===== config.mk =====
export PLATFORM = sky130hd
export DESIGN_NAME = gnr_node_lanes
export DESIGN_NICKNAME = d
export VERILOG_FILES = /design/src/rtl/gnr_node_lanes.sv
export SDC_FILE = /design/constraint.sdc
export NUM_CORES = 1
export LEC_CHECK = 0
export BUFFER_PORTS_ARGS = -buffer_cell sky130_fd_sc_hd__buf_4
export CORE_UTILIZATION = 45
export DETAILED_ROUTE_END_ITERATION = 16
export GPL_ROUTABILITY_DRIVEN = 0
export PLACE_DENSITY = 0.69
export SETUP_SLACK_MARGIN = 0.05
export SLEW_MARGIN = 20
export SYNTH_ARGS = -nofsm -noshare
export SYNTH_HDL_FRONTEND = slang
export SYNTH_SLANG_ARGS = --single-unit

===== constraint.sdc =====
create_clock -name clk -period 2.3 [get_ports clk]
set_input_delay 0.46 -clock clk [delete_from_list [all_inputs] [get_ports clk]]
set_output_delay 0.46 -clock clk [all_outputs]
set_load 0.005 [all_outputs]

===== src/rtl/gnr_node_lanes.sv =====
// Multi-lane gene-regulatory node: each lane evaluates a boolean update of its regulators on strobe, with a per-lane strobe divider and stability tracking.
// Latency 1 cycle from an evaluating strobe to s/changed; there is no backpressure, so every strobe is consumed as an evaluation or a skip.
module gnr_node_lanes #(
  parameter int N_IN       = 4,
  parameter int N_LANE     = 2,
  parameter int DIV_W      = 4,
  parameter int SW         = 4,
  parameter int STEADY_LIM = 8
) (
  input  logic                             clk,
  input  logic                             rst,
  input  logic                             reset_nos,
  input  logic [N_LANE-1:0]                init_state,
  input  logic [N_LANE-1:0]                start_lane,
  input  logic [N_IN*N_LANE-1:0]           reg_in,
  input  logic [N_IN-1:0]                  act_mask,
  input  logic [N_IN-1:0]                  inh_mask,
  input  logic [1:0]                       func_sel,
  input  logic [$clog2(N_IN+1)-1:0]        thr,
  input  logic [DIV_W*N_LANE-1:0]          period,
  output logic [N_LANE-1:0]                s,
  output logic [N_LANE-1:0]                changed,
  output logic [N_LANE-1:0]                steady
);

  localparam int TW = $clog2(N_IN+1);

  for (genvar k = 0; k < N_LANE; k++) begin : g_lane
    logic [N_IN-1:0]  w_a;
    logic [N_IN-1:0]  w_h;
    logic [TW-1:0]    w_pop;
    logic             w_nxt;
    logic             r_s;
    logic             r_chg;
    logic [DIV_W-1:0] r_cnt;
    logic [SW-1:0]    r_stab;

    assign w_a = reg_in[k*N_IN +: N_IN] & act_mask;
    assign w_h = reg_in[k*N_IN +: N_IN] & inh_mask;

    always_comb begin
      w_pop = '0;
      for (int i = 0; i < N_IN; i++) begin
        w_pop = w_pop + TW'(w_a[i]);
      end
    end

    // Unmasked inputs are forced high for AND, so an empty activator set must be squashed explicitly.
    always_comb begin
      w_nxt = 1'b0;
      case (func_sel)
        2'd0:    w_nxt = |w_a;
        2'd1:    w_nxt = (act_mask != '0) && (&(w_a | ~act_mask));
        2'd2:    w_nxt = (w_pop >= thr);
        default: w_nxt = (|w_a) & ~(|w_h);
      endcase
    end

    always_ff @(posedge clk or negedge rst) begin
      if (!rst) begin
        r_s    <= 1'b0;
        r_chg  <= 1'b0;
        r_cnt  <= '0;
        r_stab <= '0;
      end else if (reset_nos) begin
        r_s    <= init_state[k];
        r_chg  <= 1'b0;
        r_cnt  <= '0;
        r_stab <= '0;
      end else begin
        r_chg <= 1'b0;
        if (start_lane[k]) begin
          if (r_cnt == '0) begin
            r_s   <= w_nxt;
            r_chg <= (w_nxt != r_s);
            r_cnt <= period[k*DIV_W +: DIV_W];
            if (w_nxt == r_s) begin
              if (r_stab != '1) r_stab <= r_stab + 1'b1;
            end else begin
              r_stab <= '0;
            end
          end else begin
            r_cnt <= r_cnt - 1'b1;
          end
        end
      end
    end

    assign s[k]       = r_s;
    assign changed[k] = r_chg;
    assign steady[k]  = (r_stab >= SW'(STEADY_LIM));
  end

endmodule


==> flow_summary_export.csv <==
group,metric,value,unit
global_routing,overflow,0,
logic_synthesis,synthesis.area,1697,sq um
detailed_routing,drt-wirelength-per-cell,14.23,microns
worst_hold_path,hold_class,"primary input to async pin",
clock_network,clk_latency,0.26,ns
worst_setup_path,reg2reg_depth,7,
worst_setup_path,critPathKind,"primary input to flop",
clock_network,path_clk_slew,0.08,ns
finish,final_area,2460,sq um
clock_network,cts_buffer_depth,2,
pwr,peakVddDrop,0.2532,mV
logic_synthesis,synthCells,201,
clock_network,root_buffer,"clkbuf_8",
global_routing,antenna_found_initial,0,
logic_synthesis,postSynthNetCount,259,
sta,fin_ws,-0.4222,ns
clock_network,h-tree-depth,1,
placed_design,dp_cells,295,
worst_setup_path,reg2reg_to,"g_lane[1].r_chg$_DFF_PN0_",
logic_synthesis,synth_warnings,0,
finish,antenna_cells,0,
pwr,p_leak,1.155,nW
logic_synthesis,synth_edf_count,0,
status,status,"complete, but fails checks",
status,violations,"setup timing",
sta,fin_crit_sh,1.184,
detailed_routing,vias,1650,
logic_synthesis,synth-main-ff-cell,"dfrtp_1",
logic_synthesis,synthDistinctLibCells,40,
die,start_util,0.4892,
detailed_routing,drtIter0Drc,100,
sta,hold_viol,0,
sta,rsz0062_at_grt,"true",
sta,clock_skew,0.001779,ns
run,max-cap-violations,0,
die,die_area,4020,sq um
sta,fmax,0.3674,GHz
logic_synthesis,synthArstFlopShare,1.000,
die,rows,21,
detailed_routing,first_pass_iters,4,
sta,slew_violations,0,
placed_design,portBuffers,41,
worst_setup_path,crit_arrival,2.87,ns
finish,layout_commonest_cell,"buf_4",
sta,relSlewSlack,0.6659,
logic_synthesis,synth_seq_cells,20,
global_routing,grt_pass1_vias,1675,
worst_setup_path,crit_fanout,4,
finish,nets,313,
pwr,power_density,502.4,nW/um^2
finish,drive_above_1_share,0.3740,
worst_setup_path,r2r_slack,0.35,ns
placed_design,post_dp_cell_area,2198,sq um
worst_setup_path,rr_startpoint,"g_lane[1].r_cnt[0]$_DFFE_PN0P_",
die,dieWidth,63.40,microns
finish,syn_to_final_growth,44.99,%
worst_setup_path,endpoint_kind,"flop",
sta,setup_violations,12,
sta,tightest_slew,0.4994,ns
die,core_area,3468,sq um
detailed_routing,drc,0,
worst_setup_path,crit_required,2.45,ns
global_routing,grt_pass1_wl,7.417,mm
clock_network,cts_tree,"built",
global_routing,grt_usage,0.2308,
die,io_pins,42,
sta,whs,0.06629,ns
sta,min_period,2.722,ns
clock_network,numClockSinks,20,
worst_setup_path,cp-start-kind,"primary input",
finish,fin_cells,300,
logic_synthesis,yosysSeqAreaShare,0.2950,
logic_synthesis,avgSynthCellArea,8.441,sq um
placed_design,dpl.hpwl,3.266,mm
finish,mostFrequentLayoutCells,"51 x buf_4, 22 x inv_1, 20 x dfrtp_1",
finish,post-route-util,0.7092,
clock_network,cts_inserted_buffers,3,
detailed_routing,antenna_left,0,
detailed_routing,routed_via_density,5.500,
global_routing,grt_max_degree,21,
die,die_h,63.40,microns
detailed_routing,wl,4.270,mm
## worst max-delay path by stage
stage           startpoint                         endpoint  slack [ns]  cells after the start
2_1_floorplan  act_mask[3]  g_lane[0].r_stab[3]$_DFFE_PN0P_       -0.62                     11
3_3_place_gp   act_mask[3]  g_lane[0].r_stab[3]$_DFFE_PN0P_       -0.89                     12
3_5_place_dp   act_mask[3]  g_lane[0].r_stab[3]$_DFFE_PN0P_       -0.94                     12
4_1_cts          reg_in[1]  g_lane[0].r_stab[3]$_DFFE_PN0P_       -0.46                     12
5_1_grt          reg_in[1]  g_lane[0].r_stab[2]$_DFFE_PN0P_       -0.52                     13
6_report         reg_in[1]  g_lane[0].r_stab[3]$_DFFE_PN0P_       -0.42                     12
## report_power, final
| part | internal, mW | leakage [nW] | switching, mW |
|---|---|---|---|
| sequential | 0.391 | 0.267 | 0.0397 |
| clock | 0.152 | 0.0288 | 0.118 |
| combinational | 0.274 | 0.858 | 0.262 |
## synth_stat cells, drive strengths merged, types with 4 or more instances
| cell | instances | area [sq um] |
|---|---|---|
| nand3 | 4 | 20.02 |
| nand2b | 6 | 37.54 |
| nor2 | 11 | 41.29 |
| nor3 | 6 | 30.03 |
| nand2 | 17 | 63.81 |
| o21ai | 7 | 35.03 |
| clkbuf | 4 | 15.01 |
| buf | 5 | 33.78 |
| o22ai | 4 | 25.02 |
| inv | 24 | 90.09 |
| or3 | 5 | 31.28 |
| and2 | 7 | 43.79 |
| o31ai | 4 | 30.03 |
| mux2i | 6 | 60.06 |
| a21oi | 16 | 80.08 |
| ha | 20 | 250.2 |
| dfrtp | 20 | 500.5 |
## worst max-delay path, stage by stage
cell and delay [ns]:
buf_6 0.09, and2_4 0.15, fa_1 0.52, ha_4 0.19, ha_4 0.26, ha_4 0.19, o21ai_2 0.12, a21oi_2 0.06
o31ai_4 0.21, a31oi_2 0.15, or2_4 0.27, a22o_1 0.19
## cell type report
cell class | count | area (sq um)
Clock buffer | 4 | 55.05
Fill cell | 273 | 1008
Inverter | 24 | 90.09
Multi-Input combinational cell | 148 | 1284
Sequential cell | 20 | 500.5
Tap cell | 46 | 57.56
Timing Repair Buffer | 58 | 473.0
## flip-flops by register name, summed over array words and instances, names as in the netlist
name           cells
g_lane.r_chg       2
g_lane.r_stab      8
g_lane.r_s         2
g_lane.r_cnt       8
## what timing repair did
action	4_1_cts	5_1_grt
pin swaps	26	3
setup endpoints to repair	12	12
buffers inserted	1	0
gates resized for setup	29	8
hold buffers	0	0
## per-layer routing
metal | track usage | vias up | part of all wire
met5 | 0 | - | 0
met4 | 0.07955 | 0 | 0.018
met1 | 0.2960 | 770 | 0.44
met2 | 0.4003 | 51 | 0.50
met3 | 0.02174 | 8 | 0.050
li1 | - | 821 | -
## kinds of logic after synthesis
| logic type | count (synthesis) | share of synthesized area |
|---|---|---|
| compound gates | 54 | 0.2102 |
| flops | 20 | 0.2950 |
| fa+ha+maj | 22 | 0.1711 |
| simple gates | 65 | 0.1999 |
| mux | 7 | 0.04204 |
| buf+inv | 33 | 0.08186 |
## stage by stage
step	worst slack (ns)	TNS, ns	total power [mW]
3_3_place_gp	-0.8869	-9.005	0.8774
6_report	-0.4222	-3.810	1.236
2_1_floorplan	-0.6189	-5.685	0.7282
3_5_place_dp	-0.9425	-9.449	0.8993
5_1_grt	-0.5228	-5.139	1.330
4_1_cts	-0.4636	-4.098	1.229
Power figures use the tool's default switching activity.
